### src/rtl/cpu_core_mc.sv
// Multi-cycle core executing 8-bit instructions from a unified req/ack word memory,
// with streaming OUT/IN ports, run gating, HALT, illegal-opcode pulse and debug read port.
module cpu_core_mc #(
  parameter int              DATA_W   = 8,
  parameter int              PC_W     = 16,
  parameter logic [PC_W-1:0] RESET_PC = '0
) (
  input  logic              clk,
  input  logic              rst,
  input  logic              run,
  output logic              mem_req,
  output logic              mem_we,
  output logic [PC_W-1:0]   mem_addr,
  output logic [DATA_W-1:0] mem_wdata,
  input  logic              mem_ack,
  input  logic [DATA_W-1:0] mem_rdata,
  output logic              out_valid,
  output logic [DATA_W-1:0] out_data,
  input  logic              out_ready,
  input  logic              in_valid,
  input  logic [DATA_W-1:0] in_data,
  output logic              in_ready,
  output logic [PC_W-1:0]   pc,
  output logic              halted,
  output logic              retire,
  output logic              illegal,
  input  logic [1:0]        dbg_sel,
  output logic [DATA_W-1:0] dbg_data
);

  typedef enum logic [2:0] {
    S_FETCH,
    S_EXEC,
    S_MEM,
    S_OUT_W,
    S_IN_W,
    S_HALT
  } state_t;

  state_t              state_q, state_d;
  logic [PC_W-1:0]     pc_q, pc_d;
  logic [7:0]          instr_q, instr_d;
  logic [DATA_W-1:0]   regs_q [4];
  logic [DATA_W-1:0]   regs_d [4];
  logic                mem_req_q, mem_req_d;
  logic                mem_we_q, mem_we_d;
  logic [PC_W-1:0]     mem_addr_q, mem_addr_d;
  logic [DATA_W-1:0]   mem_wdata_q, mem_wdata_d;
  logic                out_valid_q, out_valid_d;
  logic [DATA_W-1:0]   out_data_q, out_data_d;
  logic                in_ready_q, in_ready_d;
  logic                halted_q, halted_d;
  logic                retire_q, retire_d;
  logic                illegal_q, illegal_d;

  logic                is_sli;
  logic [3:0]          op;
  logic [1:0]          rd;
  logic [1:0]          rs;
  logic [3:0]          imm4;
  logic [DATA_W-1:0]   rd_val;
  logic [DATA_W-1:0]   rs_val;
  logic [PC_W-1:0]     pc_plus1;
  logic [PC_W-1:0]     pc_plus2;
  logic [PC_W-1:0]     next_pc;
  logic                done;

  assign is_sli   = (instr_q[7:6] == 2'b11);
  assign op       = instr_q[7:4];
  assign rd       = instr_q[3:2];
  assign rs       = instr_q[1:0];
  assign imm4     = {instr_q[5:4], instr_q[1:0]};
  assign rd_val   = regs_q[rd];
  assign rs_val   = regs_q[rs];
  assign pc_plus1 = pc_q + PC_W'(1);
  assign pc_plus2 = pc_q + PC_W'(2);

  always_comb begin
    state_d     = state_q;
    pc_d        = pc_q;
    instr_d     = instr_q;
    regs_d      = regs_q;
    mem_req_d   = mem_req_q;
    mem_we_d    = mem_we_q;
    mem_addr_d  = mem_addr_q;
    mem_wdata_d = mem_wdata_q;
    out_valid_d = out_valid_q;
    out_data_d  = out_data_q;
    in_ready_d  = in_ready_q;
    halted_d    = halted_q;
    retire_d    = 1'b0;
    illegal_d   = 1'b0;
    done        = 1'b0;
    next_pc     = pc_plus1;

    case (state_q)
      S_FETCH: begin
        // Once raised, the request is held until ack regardless of run.
        if (mem_req_q) begin
          if (mem_ack) begin
            instr_d   = mem_rdata[7:0];
            mem_req_d = 1'b0;
            state_d   = S_EXEC;
          end
        end else if (run) begin
          mem_req_d  = 1'b1;
          mem_we_d   = 1'b0;
          mem_addr_d = pc_q;
        end
      end

      S_EXEC: begin
        done = 1'b1;
        if (is_sli) begin
          regs_d[rd] = {rd_val[DATA_W-5:0], imm4};
        end else begin
          case (op)
            4'b0000: begin
              if (rs == 2'd1) begin
                done     = 1'b0;
                state_d  = S_HALT;
                halted_d = 1'b1;
                retire_d = 1'b1;
              end
            end
            4'b0001: regs_d[rd] = rd_val - rs_val;
            4'b0110: regs_d[rd] = ~(rd_val & rs_val);
            4'b0111: regs_d[rd] = rd_val + rs_val;
            4'b0100: begin
              if ((rs == 2'd0 && rd_val == '0) || (rs == 2'd1 && rd_val != '0))
                next_pc = pc_plus2;
            end
            4'b0101: begin
              // Target comes from the pre-write register value, so Rd==Rs still jumps to the old value.
              regs_d[rd] = DATA_W'(pc_plus1);
              next_pc    = PC_W'(rs_val);
            end
            4'b1000: begin
              case (rs)
                2'd0: regs_d[rd] = rd_val + DATA_W'(1);
                2'd1: regs_d[rd] = rd_val - DATA_W'(1);
                2'd2: begin
                  done        = 1'b0;
                  state_d     = S_OUT_W;
                  out_valid_d = 1'b1;
                  out_data_d  = rd_val;
                end
                default: begin
                  done       = 1'b0;
                  state_d    = S_IN_W;
                  in_ready_d = 1'b1;
                end
              endcase
            end
            4'b0010, 4'b0011: begin
              done        = 1'b0;
              state_d     = S_MEM;
              mem_req_d   = 1'b1;
              mem_we_d    = (op == 4'b0011);
              mem_addr_d  = PC_W'(rs_val);
              mem_wdata_d = rd_val;
            end
            4'b1001, 4'b1010, 4'b1011: illegal_d = 1'b1;
            default: ;
          endcase
        end
      end

      S_MEM: begin
        if (mem_ack) begin
          if (!mem_we_q)
            regs_d[rd] = mem_rdata;
          done = 1'b1;
        end
      end

      S_OUT_W: begin
        if (out_ready) begin
          out_valid_d = 1'b0;
          done        = 1'b1;
        end
      end

      S_IN_W: begin
        if (in_valid) begin
          regs_d[rd] = in_data;
          in_ready_d = 1'b0;
          done       = 1'b1;
        end
      end

      default: ;
    endcase

    // Retiring an instruction launches the next fetch in the same edge when run allows it.
    if (done) begin
      pc_d       = next_pc;
      retire_d   = 1'b1;
      state_d    = S_FETCH;
      mem_req_d  = run;
      mem_we_d   = 1'b0;
      mem_addr_d = next_pc;
    end
  end

  always_ff @(posedge clk or negedge rst) begin
    if (!rst) begin
      state_q     <= S_FETCH;
      pc_q        <= RESET_PC;
      instr_q     <= '0;
      for (int i = 0; i < 4; i++) regs_q[i] <= '0;
      mem_req_q   <= 1'b0;
      mem_we_q    <= 1'b0;
      mem_addr_q  <= '0;
      mem_wdata_q <= '0;
      out_valid_q <= 1'b0;
      out_data_q  <= '0;
      in_ready_q  <= 1'b0;
      halted_q    <= 1'b0;
      retire_q    <= 1'b0;
      illegal_q   <= 1'b0;
    end else begin
      state_q     <= state_d;
      pc_q        <= pc_d;
      instr_q     <= instr_d;
      regs_q      <= regs_d;
      mem_req_q   <= mem_req_d;
      mem_we_q    <= mem_we_d;
      mem_addr_q  <= mem_addr_d;
      mem_wdata_q <= mem_wdata_d;
      out_valid_q <= out_valid_d;
      out_data_q  <= out_data_d;
      in_ready_q  <= in_ready_d;
      halted_q    <= halted_d;
      retire_q    <= retire_d;
      illegal_q   <= illegal_d;
    end
  end

  assign mem_req   = mem_req_q;
  assign mem_we    = mem_we_q;
  assign mem_addr  = mem_addr_q;
  assign mem_wdata = mem_wdata_q;
  assign out_valid = out_valid_q;
  assign out_data  = out_data_q;
  assign in_ready  = in_ready_q;
  assign pc        = pc_q;
  assign halted    = halted_q;
  assign retire    = retire_q;
  assign illegal   = illegal_q;
  assign dbg_data  = regs_q[dbg_sel];

endmodule

### config.mk
export PLATFORM = sky130hd
export DESIGN_NAME = cpu_core_mc
export DESIGN_NICKNAME = d
export VERILOG_FILES = /design/src/rtl/cpu_core_mc.sv
export SDC_FILE = /design/constraint.sdc
export NUM_CORES = 1
export LEC_CHECK = 0
export ABC_CLOCK_PERIOD_IN_PS = 11100
export CORE_ASPECT_RATIO = 0.5
export CORE_UTILIZATION = 46
export DETAILED_ROUTE_END_ITERATION = 10
export MAX_ROUTING_LAYER = met4
export PLACE_DENSITY = 0.73
export SLEW_MARGIN = 30
export SYNTH_ARGS = -nofsm -noshare
export SYNTH_HDL_FRONTEND = slang
export SYNTH_SLANG_ARGS = --single-unit
### constraint.sdc
create_clock -name clk -period 11.1 [get_ports clk]
set_input_delay 1.665 -clock clk [delete_from_list [all_inputs] [get_ports clk]]
set_output_delay 1.665 -clock clk [all_outputs]
set_load 0.01 [all_outputs]
[After elaboration in Yosys (flattened, before gate mapping)]
Index checks and enable logic that the tools add are counted.
Word-level totals
  bits of input ports: 24
  bits in registers: 98
Operators by class
  equality and inequality tests: 37
  multiplexer cells: 84
  $add $sub $neg: 6
  magnitude comparators: 4
  bitwise gates (word level): 6
  reductions and logical operators: 27
Operators with widths (count)
  $bwmux 32: 9
  $pmux 32 s5: 1
  $mux 16: 8
  $mux 32: 4
  $pmux 32 s3: 1
  $pmux 16 s2: 2
  $pmux 32 s2: 1
  $mux 8: 7
  $bmux 8 s2: 3
  $mux 1: 33
  $add 16x1->16 const B: 1
  $add 16x2->16 const B: 1
  $demux 8 s2: 1
  $eq 4x3->1 const B: 4
  $eq 4x4->1 const B: 4
  $mux 3: 5
  $ne 3x3->1 const B: 5
  $reduce_and 5->1: 3
  $ne 2x2->1 const B: 7
  $pmux 3 s2: 2
  $ge 3x3->1 const B: 3
  $not 2->3: 3
  $pmux 3 s3: 1
  $reduce_and 3->1: 3
  other kinds (38): 52

[Logic depth before layout (Yosys ltp)]
  word-level depth: 12
  depth in mapped cells: 14
  mapped depth without buffers: 12

[Least setup slack after synthesis]
Ideal clock, no wire load.
  path kind: input to output
  from: input dbg_sel[0]
  to: output dbg_data[0]
  cell stages on the path: 2
  required time: 9.435 ns
  path slack: 6.755 ns
  data arrival time: 2.680 ns
  cells stage by stage: clkbuf_1 > mux4_2
On the way
  word-level cells in the longest chain between the ends: 4
RTL lines
  start: declaration: RTL line 27  | input logic [1:0] dbg_sel,
  $not 2->3 (not written as such): RTL line 251  | assign dbg_data = regs_q[dbg_sel];
  $bmux 8 s2: RTL line 251
  $mux 8 (not written as such) (2 in series): RTL line 251
  end: declaration: RTL line 28  | output logic [DATA_W-1:0] dbg_data
No other way between the ends. The select of a mux whose other input is x is not followed.

[Worst setup path in the final report]
  from: input dbg_sel[0]
  to: output dbg_data[3]
The elaborated chain is that of the path after synthesis.

==> results.ini <==
[status]
status = finished clean

[sta]
finalMaxSlewViolations = 0
tightest_slew_ns = 0.986
slew-limit-headroom_pct = 34.3
hold_viol = 0
fin_setup_tns_ns = 0
rsz0062_at_grt = no
fin_skew_ns = 0.00948
fmax_mhz = 188
setup-violations-final = 0
period_share_pct = 47.9
period_needed_ns = 5.31

[floorplanning]
core_um2 = 16400
fp.dieW_um = 186
rows = 33
die_h_um = 93.8
io_pins = 87
initial_core_util_pct = 47.1
die_area_um2 = 17400

[route]
routedWlPerCell_um = 22.3
firstDrtPassIters = 5
antenna_violating_nets_post_route = 0
avgViaCountPerCell = 6.58
drt_iter0_drc = 868
num_vias = 7656
wirelength_um = 25900
drc = 0

[critical_path]
r2r_cells = 11
path_class = input pin to output port
r2r_slack_ns = 6.53
worstPathMaxFanout = 8
startpoint = dbg_sel[0]
crit_required_ns = 9.44
regToRegStartpoint = instr_q[0]
cp-end-kind = output port
worstPathArrival_ns = 3.65
cp-endpoint = dbg_data[3]
worstSetupStartpointType = input pin

[layout]
mostFrequentLayoutCells = 100 x nand2_1, 98 x dfrtp_1, 85 x clkdlybuf4s50_1
nets = 978
antenna_cells = 0
drive_gt1_share_pct = 10.8
final_common_cell = nand2_1
area_delta_synth_final_pct = 16.2

[power_and_ir_drop]
power_density_nw_per_um2 = 75.5
total_power_mw = 0.680
ir_worst_vdd_uv = 71.4
p_leak_nw = 3.65

[global_route]
use_met2_pct = 47.2
grt_start_max_net_pins = 51
grt_usage_pct = 31.7
grt_pass1_wl_um = 41000
grt_use_met1_pct = 43.3
met3_usage_pct = 6.32
overflow = 0
grt_most_used_layer = met2
grt_pass1_vias = 7225
antenna_found_initial = 0

[hold_path]
hp-start = halted
hp-class = flip-flop to flip-flop

[synth]
synthArstFlopShare_pct = 100
ys_seq_elements = 98
syn_inst = 894
synth.distinct_cells = 85
synth_area_um2 = 7740
synth_edf_count = 0
synth_top_cell_by_area = dfrtp_1
synthTopCellsByArea = dfrtp_1 32%, mux4_2 7.0%, nand2_1 4.8%
yosys_warnings = 0
synth_top_cell_area_share_pct = 31.7
syn_nets = 940
ys_seq_area_share_pct = 31.7
synthFlopType = dfrtp_1
avgSynthCellArea_um2 = 8.66

[clocking]
htree_levels = 3
numCtsBuffers = 9
clk_path_buf_depth = 2
clkSlewWorstSetupHoldPaths_ns = 0.07
post-cts-setup-buffers = 0
cts.repair.resized = 0
cts_sinks = 98
postCtsHoldBufs = 0
clk_latency_ns = 0.35
cts_tree = done
root_buffer = clkbuf_16

[flow_run]
cap_violations = 0

[placement]
port_buffers = 86
gp_congestion = 0.963
place_hpwl_um = 18500

-- where the power goes --
| part | switching (mW) | internal, mW | total (mW) |
|---|---|---|---|
| Combinational | 0.0110 | 0.00869 | 0.0197 |
| Clock | 0.144 | 0.159 | 0.303 |
| Sequential | 0 | 0.357 | 0.357 |
-- synthesized netlist by cell type, types with 6 or more instances --
cell      count
a211oi_1      6
a21o_1       10
a21oi_1      55
a221o_1       8
a22o_1        8
a22oi_1      23
a31oi_1      14
and3_1        9
buf_2         6
clkbuf_1     55
dfrtp_1      98
ha_1         20
inv_1        17
mux2_2       26
mux2i_1       6
mux4_2       24
nand2_1     100
nand2b_1     17
nand3_1      28
nand4_1       8
nor2_1       75
nor2b_1      13
nor3_1       19
o211ai_1      6
o21a_1        6
o21ai_0      75
o22ai_1       9
or3_1         6
xnor2_1      19
xor2_1        7
-- area by class of cell --
class / instances / area [um^2]
Multi-Input combinational cell: 710 / 4980
Timing Repair Buffer: 96 / 933
Clock buffer: 11 / 243
Inverter: 17 / 63.8
Tap cell: 227 / 284
Clock inverter: 5 / 37.5
Sequential cell: 98 / 2450
Fill cell: 1538 / 7440
-- cells by family after synthesis --
group	after synthesis	share of synthesized area, %
compound gates	297	26.1
xor+xnor	26	2.94
fa+ha+maj	22	3.75
buf+inv	86	4.56
flops	98	31.7
mux	56	11.5
simple gates	309	19.5
-- metrics by stage --
step	hold slack (ns)	area, um^2	util, %	cells	setup slack [ns]
finish	0.469	9000	54.7	1164	5.79
global route	0.506	9000	54.7	1164	5.68
CTS	0.477	8980	54.7	1164	5.74
detailed placement	0.455	8700	53.0	1148	5.75
global placement	0.453	8690	52.9	1148	5.75
floorplan	0.504	7740	-	894	6.75
-- how the worst min path moves through the flow --
stage             end  slack (ns)  cells after the start
3_5_place_dp   halted        0.46                      1
4_1_cts        halted        0.48                      1
6_report       halted        0.47                      1
2_1_floorplan  halted        0.50                      1
5_1_grt        halted        0.51                      1
3_3_place_gp   halted        0.45                      1
-- metal layers --
| layer | vias to the layer above | share of wire [%] |
|---|---|---|
| li1 | 3432 | - |
| met1 | 3768 | 44 |
| met2 | 396 | 44 |
| met3 | 60 | 9.0 |
| met4 | 0 | 2.5 |
| met5 | - | 0 |
-- worst max-delay path: stages --
cell	delay (ns)
clkdlybuf4s50_1	0.88
mux4_2	0.61
clkdlybuf4s50_1	0.49
Note: power is estimated with default switching activity, not from simulation.
